## src/rtl/dbuf_write_ctrl.sv

```systemverilog
// dbuf_write_ctrl
// Write-side controller for a ping-pong double buffer in the clk_a domain.
// It takes full-width pixel words over a valid/ready handshake and drives
// the port-A address, data and per-buffer write enables. Each completed
// frame is published to the clk_b reader with a request toggle. The
// buffers swap when the reader returns an acknowledge toggle.
//
// Ports:
//   clk_a, rst_n        write clock; synchronous active-low reset
//   I_valid / O_ready   input word handshake
//   I_sof               start-of-frame, qualified by I_valid
//   I_data_flat         input word, one BLOCK_DATA_WIDTH_A lane per block
//   O_ada, O_din_flat   port-A address / data shared by all blocks
//   O_wea               write enable, bit 0 -> buffer 0, bit 1 -> buffer 1
//   O_wr_sel, O_rd_sel  buffer being written / buffer published to reader
//   O_swap_req_toggle   inverts once per completed frame
//   I_swap_ack_toggle   reader acknowledge toggle (asynchronous, clk_b)
//   O_frame_count       completed frames, wrapping
//   O_drop_count        words discarded while waiting (DBUF_DROP_FRAME_EN)
//
// Optional feature macro: DBUF_DROP_FRAME_EN. When it is defined, the
// controller keeps accepting words while it waits for the acknowledge and
// discards them instead of applying back-pressure.
module dbuf_write_ctrl #(
  parameter int BYTES_PER_BLOCK    = 2250,
  parameter int BANK_COUNT         = 6,
  parameter int BLOCK_COUNT        = 2,
  parameter int BLOCK_DATA_WIDTH_A = 32,
  localparam int DATA_COUNT = BANK_COUNT * BLOCK_COUNT,
  localparam int ADDR_COUNT = (BYTES_PER_BLOCK * 8) / BLOCK_DATA_WIDTH_A,
  localparam int AW         = $clog2(ADDR_COUNT),
  localparam int DW         = DATA_COUNT * BLOCK_DATA_WIDTH_A
) (
  input  logic          clk_a,
  input  logic          rst_n,
  input  logic          I_valid,
  output logic          O_ready,
  input  logic          I_sof,
  input  logic [DW-1:0] I_data_flat,
  output logic [AW-1:0] O_ada,
  output logic [DW-1:0] O_din_flat,
  output logic [1:0]    O_wea,
  output logic          O_wr_sel,
  output logic          O_rd_sel,
  output logic          O_swap_req_toggle,
  input  logic          I_swap_ack_toggle,
  output logic [15:0]   O_frame_count
`ifdef DBUF_DROP_FRAME_EN
  ,
  output logic [15:0]   O_drop_count
`endif
);

  localparam logic [0:0] S_WRITE    = 1'b0;
  localparam logic [0:0] S_WAIT_ACK = 1'b1;

  localparam logic [AW-1:0] LAST_ADDR = AW'(ADDR_COUNT - 1);

  logic [0:0]    r_state;
  logic [AW-1:0] r_wcnt;
  logic [1:0]    r_wea;
  logic [AW-1:0] r_ada;
  logic [DW-1:0] r_din;
  logic          r_wr_sel;
  logic          r_rd_sel;
  logic          r_req_tog;
  logic [15:0]   r_frame_cnt;
  logic          r_ack_s1;
  logic          r_ack_s2;
  logic          r_ack_s3;

  logic w_accept;
  logic w_write;
  logic w_ack_pulse;

`ifdef DBUF_DROP_FRAME_EN
  logic [15:0] r_drop_cnt;
  logic        w_drop;

  // Ready stays high while waiting; those words are accepted and discarded.
  assign O_ready = rst_n;
  assign w_drop  = w_accept && (r_state == S_WAIT_ACK);
`else
  assign O_ready = rst_n && (r_state == S_WRITE);
`endif

  assign w_accept    = I_valid && O_ready;
  assign w_write     = w_accept && (r_state == S_WRITE);
  // Edge detect on the synchronized acknowledge toggle.
  assign w_ack_pulse = r_ack_s2 ^ r_ack_s3;

  // Stage: acknowledge synchronizer (two flops plus edge-detect flop).
  always_ff @(posedge clk_a) begin
    if (!rst_n) begin
      r_ack_s1 <= 1'b0;
      r_ack_s2 <= 1'b0;
      r_ack_s3 <= 1'b0;
    end else begin
      r_ack_s1 <= I_swap_ack_toggle;
      r_ack_s2 <= r_ack_s1;
      r_ack_s3 <= r_ack_s2;
    end
  end

  // Stage: accept -> port-A write, one cycle later.
  always_ff @(posedge clk_a) begin
    if (!rst_n) begin
      r_state     <= S_WRITE;
      r_wcnt      <= '0;
      r_wea       <= 2'b00;
      r_ada       <= '0;
      r_din       <= '0;
      r_wr_sel    <= 1'b0;
      r_rd_sel    <= 1'b1;
      r_req_tog   <= 1'b0;
      r_frame_cnt <= 16'd0;
    end else begin
      r_wea <= 2'b00;
      if (w_write) begin
        r_wea <= r_wr_sel ? 2'b10 : 2'b01;
        r_din <= I_data_flat;
        if (I_sof) begin
          // Resynchronize: abandon any partial frame without publishing.
          r_ada  <= '0;
          r_wcnt <= AW'(1);
        end else begin
          r_ada <= r_wcnt;
          if (r_wcnt == LAST_ADDR) begin
            r_wcnt      <= '0;
            r_req_tog   <= ~r_req_tog;
            r_rd_sel    <= r_wr_sel;
            r_frame_cnt <= r_frame_cnt + 16'd1;
            r_state     <= S_WAIT_ACK;
          end else begin
            r_wcnt <= r_wcnt + AW'(1);
          end
        end
      end
      // An acknowledge outside WAIT_ACK is stale and is ignored.
      if ((r_state == S_WAIT_ACK) && w_ack_pulse) begin
        r_wr_sel <= ~r_wr_sel;
        r_state  <= S_WRITE;
      end
    end
  end

`ifdef DBUF_DROP_FRAME_EN
  always_ff @(posedge clk_a) begin
    if (!rst_n) begin
      r_drop_cnt <= 16'd0;
    end else if (w_drop && (r_drop_cnt != 16'hFFFF)) begin
      r_drop_cnt <= r_drop_cnt + 16'd1;
    end
  end

  assign O_drop_count = r_drop_cnt;
`endif

  assign O_ada             = r_ada;
  assign O_din_flat        = r_din;
  assign O_wea             = r_wea;
  assign O_wr_sel          = r_wr_sel;
  assign O_rd_sel          = r_rd_sel;
  assign O_swap_req_toggle = r_req_tog;
  assign O_frame_count     = r_frame_cnt;

endmodule

```

## config.mk

```make
export PLATFORM = sky130hd
export DESIGN_NAME = dbuf_write_ctrl
export DESIGN_NICKNAME = d
export VERILOG_FILES = /design/src/rtl/dbuf_write_ctrl.sv
export SDC_FILE = /design/constraint.sdc
export NUM_CORES = 1
export LEC_CHECK = 0
export ABC_CLOCK_PERIOD_IN_PS = 3200
export BUFFER_PORTS_ARGS = -buffer_cell sky130_fd_sc_hd__buf_4
export CAP_MARGIN = 20
export CORE_AREA = 5 5 307 309
export DETAILED_ROUTE_END_ITERATION = 12
export DIE_AREA = 0 0 312 314
export HOLD_SLACK_MARGIN = 0.12
export SYNTH_ARGS = -nofsm -noshare
export SYNTH_HDL_FRONTEND = slang
export SYNTH_SLANG_ARGS = --single-unit
```

## constraint.sdc

```tcl
create_clock -name clk_a -period 3.2 [get_ports clk_a]
set_input_delay 0.64 -clock clk_a [delete_from_list [all_inputs] [get_ports clk_a]]
set_output_delay 0.64 -clock clk_a [all_outputs]
set_load 0.02 [all_outputs]
```

Word level (Yosys, flattened, before mapping)
Cells that the tools add are included.
{ "totals": {"register_bits": 429, "latchBits": 0, "ramBits": 0, "romBits": 0, "in_bits": 389, "output_inout_bits": 416, "wordCells": 32, "n_memories": 0} }
{ "classes": {"n_addsub": 2, "mul": 0, "div": 0, "magnitude_cmp": 0, "eq_ne": 1, "n_shift": 0, "mux": 4, "bitwise": 6, "n_reduce_logical": 7} }
{ "ops": {"columns": ["operator", "n"], "rows": [
  ["two-way mux 10 bit", 3],
  ["adder 16 x 1 -> 16 bit, second input constant", 1],
  ["adder 10 x 1 -> 10 bit, second input constant", 1],
  ["== test 10 bit, second input constant", 1],
  ["inverter 1 bit", 5],
  ["logical AND 1 bit", 4],
  ["AND reduction 3 bit", 1],
  ["two-way mux 2 bit", 1],
  ["AND reduction 2 bit", 1],
  ["OR reduction 2 bit", 1],
  ["bitwise XOR 1 bit", 1]
]} }

Logic depth before layout (Yosys ltp)
{ "logic_depth": {"ltp_word": 5, "ltp_mapped": 8, "ltp_nobuf": 6} }

Worst setup path after synthesis
OpenSTA, ideal clock, no wires.
{ "synth_path": {"path_kind": "input port to output port", "from": "input rst_n", "to": "output O_ready", "arrival_time_ps": 1349, "path_slack_ps": 1211, "cell_stages": 4, "n_path_buf": 2, "path_cell_list": "buf_2 inv_1 clkbuf_1 nor2_1"} }
{ "synth_between": {"elab_chain_cells": 1} }
{ "synth_rtl": {"columns": ["element", "line_no", "text"], "rows": [
  ["start, declared", "35", "input logic rst_n,"],
  ["logical AND 1 bit", "84", "assign O_ready = rst_n && (r_state == S_WRITE);"],
  ["end, declared", "37", "output logic O_ready,"]
]} }
No other way between the ends.

Final worst setup path
{ "layout_path": {"from": "register r_wcnt[0]", "to": "register r_frame_cnt[10] (netlist: O_frame_count[10])"} }
{ "layout_between": {"elab_chain_cells": 2} }
{ "layout_rtl": {"columns": ["element", "line_no", "text"], "rows": [
  ["start, declared", "60", "logic [AW-1:0] r_wcnt;"],
  ["start signal, assigned", "135", "r_wcnt <= r_wcnt + AW'(1);"],
  ["== test 10 bit", "128", "if (r_wcnt == LAST_ADDR) begin"],
  ["AND reduction 3 bit (no source line)", null, null],
  ["end signal, assigned", "132", "r_frame_cnt <= r_frame_cnt + 16'd1;"],
  ["end, declared", "67", "logic [15:0] r_frame_cnt;"]
]} }
No other way between the ends.
A chain may end at the register's enable or synchronous reset.

==> reports/summary.txt <==
Pin count of the biggest net entering global routing: 158
Syn_nets: 2284
WS Path Type: flip-flop to flip-flop
Post-DP HPWL: 46.4 mm
GPL Wtd Cong: 0.866
Crit path time final: 2.24 ns
Leading area contributor after synthesis: dfxtp_1
Initial Util: 16.5%
Most common cell after layout, fill and taps aside: buf_4
Max Root-Sink Buffers: 3
Clock Power Share: 42.4%
I/O Pins: 805
Worst Path Required: 3.71 ns
Flop-to-flop setup slack: 0.96 ns
Vias: 15500
Startpoint Class: flip-flop
Outcome: finished clean
GRT Total Usage: 11.7%
Number of synthesized flops with an enable pin: 0
Rows: 111
Post-route ant nets: 0
CTS tree: done
Final Max Slew Viols: 0
Seq/Total Area, Yosys: 57.3%
HP Start: I_data_flat[114]
Top post-synthesis cells by area: dfxtp_1 (57%), nand2_1 (20%), nand3_1 (13%)
Wire per inst: 16.1 um
Postcts setup bufs: 0
Setup TNS: 0 ns
Hold Worst Slack: 0.227 ns
CTS clock-pin slew for the worst setup and hold paths: 0.06 ns
Switch share: 26.7%
Hold Crit Depth: 3
Final setup vio count: 0
Cell count after synthesis: 1892
WL met1: 25.3 mm
Worst slew pin tran: 0.971 ns
Tot Pwr: 13900 uW
Sw Pwr: 3700 uW
DIE AREA: 98000 sq um
VDD IR max: 0.358 mV
Pint: 10200 uW
Dpl ws: 0.638 ns
RR Startpoint: r_wcnt[0]$_SDFFE_PN0P_
Clk sink count: 429
Async SR Flop Fraction: 0%
Syn avg cell area: 7.92 sq um
Count of nets after finishing: 3039
Post-DP Area: 22400 sq um
Mapped Area: 15000 sq um
Main synth FF type: dfxtp_1
Critical Path End Type: flip-flop
CTS buffer count: 51
Total Wirelength: 62.2 mm
Global-route wire length before repair: 90.9 mm
DRC Markers: 0
# hold bufs at CTS: 0
# fillers: 9934
Metal2 WL: 30.0 mm
Initial antenna violation count: 5
Commonest cells after routing, fill and taps aside: buf_4 (832), nand2_1 (786), dfxtp_1 (429)
Synth top area share: 57.3%
CP max FO: 34
Final Hold Vio Count: 0
Pwr dens: 576 nW/um^2
Final setup margin: 0.965 ns
Warnings from Yosys: 0
Die width: 312 um
Max-Cap Viols: 0
RSZ-0062 raised after global routing: false
# resized after CTS: 0
H-Tree Depth: 2
Drt pass-1 iters: 5
Fin area: 24100 sq um
Hold crit path type: input pin to flip-flop
Min-Delay Endpoint: O_din_flat[114]$_SDFFE_PN0P_
Leakage: 0.0121 uW
Flop pwr share: 42.5%
Die Span Y: 314 um
Post-synth cell types: 40
Worst path arrival time: 2.75 ns
Worst reg2reg endpoint: O_frame_count[10]$_SDFFE_PN0P_
Via/cell ratio: 3.99
Top Layer Used: met5
Final clock skew: 0.0143 ns
Max_slew headroom: 35.2%
Detailed Route Iter0 Violations: 899
CP max-delay cell: or4_1
Fin crit share: 69.8%
Core region area: 91100 sq um
Met3 wire length: 5.33 mm
Area growth, synth to finish: 60.7%
I/O Buffers: 804
Fmax achieved: 447 MHz
Register area: 8590 sq um
Crit path cell chain: ha_1 > and4bb_2 > nand4_4 > or4_1 > a21oi_1
Multi-input gate area: 5830 sq um
N_diodes: 0
Vias in the first global route: 14800
Seq cells post-synth: 429
Root Buffer Master: clkbuf_16
CP max stage delay: 0.61 ns
Comb power frac: 15.1%
Share of cells above drive strength 1: 34.4%
Global route total overflow: 0
Worst-Skew Late Latency: 0.59 ns
Worst Reg2Reg Path Length in Cells: 5
[flip-flops by register name, indices dropped and copies added, names as in the netlist]
signal             cells
r_wcnt                10
O_ada                 10
r_state                1
O_din_flat           384
r_ack_s2               1
r_ack_s3               1
O_rd_sel               1
r_ack_s1               1
O_wea                  2
O_frame_count         16
O_swap_req_toggle      1
O_wr_sel               1
[metrics by stage]
step                      std cells  util [%]
after detailed placement       3780      24.6
after global placement         3780      24.6
after floorplan                1892         -
after CTS                      3871      26.4
final                          3871      26.4
after global routing           3871      26.4
[cell usage after synthesis (6+ instances only)]
master	n
nand2_1	786
and3_1	8
o21ai_0	9
buf_1	25
or3_1	6
nand3_1	398
clkbuf_1	111
or4_1	10
dfxtp_1	429
nand4_1	8
a21oi_1	23
nor2_1	16
o31ai_1	9
[final cells by class]
cell class / instances / share of cell area, %
Clock inverter: 13 / 0.738
Sequential cell: 429 / 35.7
Inverter: 5 / 0.0779
Multi-Input combinational cell: 1316 / 24.2
Tap cell: 1186 / 6.16
Clock buffer: 78 / 6.23
Timing Repair Buffer: 844 / 26.9
[worst max-delay path, delay by kind of cell (launching register included)]
| family | cells | cell delay, ns |
|---|---|---|
| AOI/OAI and AO/OA | 1 | 0.18 |
| adders and majority gates | 1 | 0.20 |
| DFF | 1 | 0.47 |
| and+or+nand+nor | 3 | 1.31 |
[kinds of logic after synthesis]
| family | after synthesis | synth area share (%) |
|---|---|---|
| adder cells (fa/ha/maj) | 3 | 0.250 |
| buffers and inverters | 147 | 3.81 |
| multiplexers | 3 | 0.200 |
| flip-flops | 429 | 57.3 |
| XOR/XNOR | 5 | 0.292 |
| AO/OA/AOI/OAI | 54 | 2.25 |
| AND/OR/NAND/NOR | 1251 | 35.9 |
[per-layer routing]
metal  global-route usage [%]  vias to the layer above
met5                        0                        -
met4                     3.53                        6
met3                     4.32                       88
met2                     19.7                      579
met1                     14.1                     7099
li1                         -                     7679
[worst max path at each step]
stage | from | endpoint
2_1_floorplan | rst_n | O_ready
3_3_place_gp | I_sof | O_frame_count[13]$_SDFFE_PN0P_
3_5_place_dp | I_sof | O_frame_count[10]$_SDFFE_PN0P_
4_1_cts | r_wcnt[0]$_SDFFE_PN0P_ | O_frame_count[10]$_SDFFE_PN0P_
5_1_grt | r_wcnt[0]$_SDFFE_PN0P_ | O_frame_count[10]$_SDFFE_PN0P_
6_report | r_wcnt[0]$_SDFFE_PN0P_ | O_frame_count[10]$_SDFFE_PN0P_
[power by group through the flow]
stage	Combinational, uW	Clock, uW	Sequential (uW)
final	2100	5880	5900
after global routing	2250	6330	5930
after CTS	2130	6110	5890
after detailed placement	2130	0	6010
after global placement	2120	0	6000
after floorplan	485	0	6420
No activity file was read; power rests on OpenSTA's default activity.
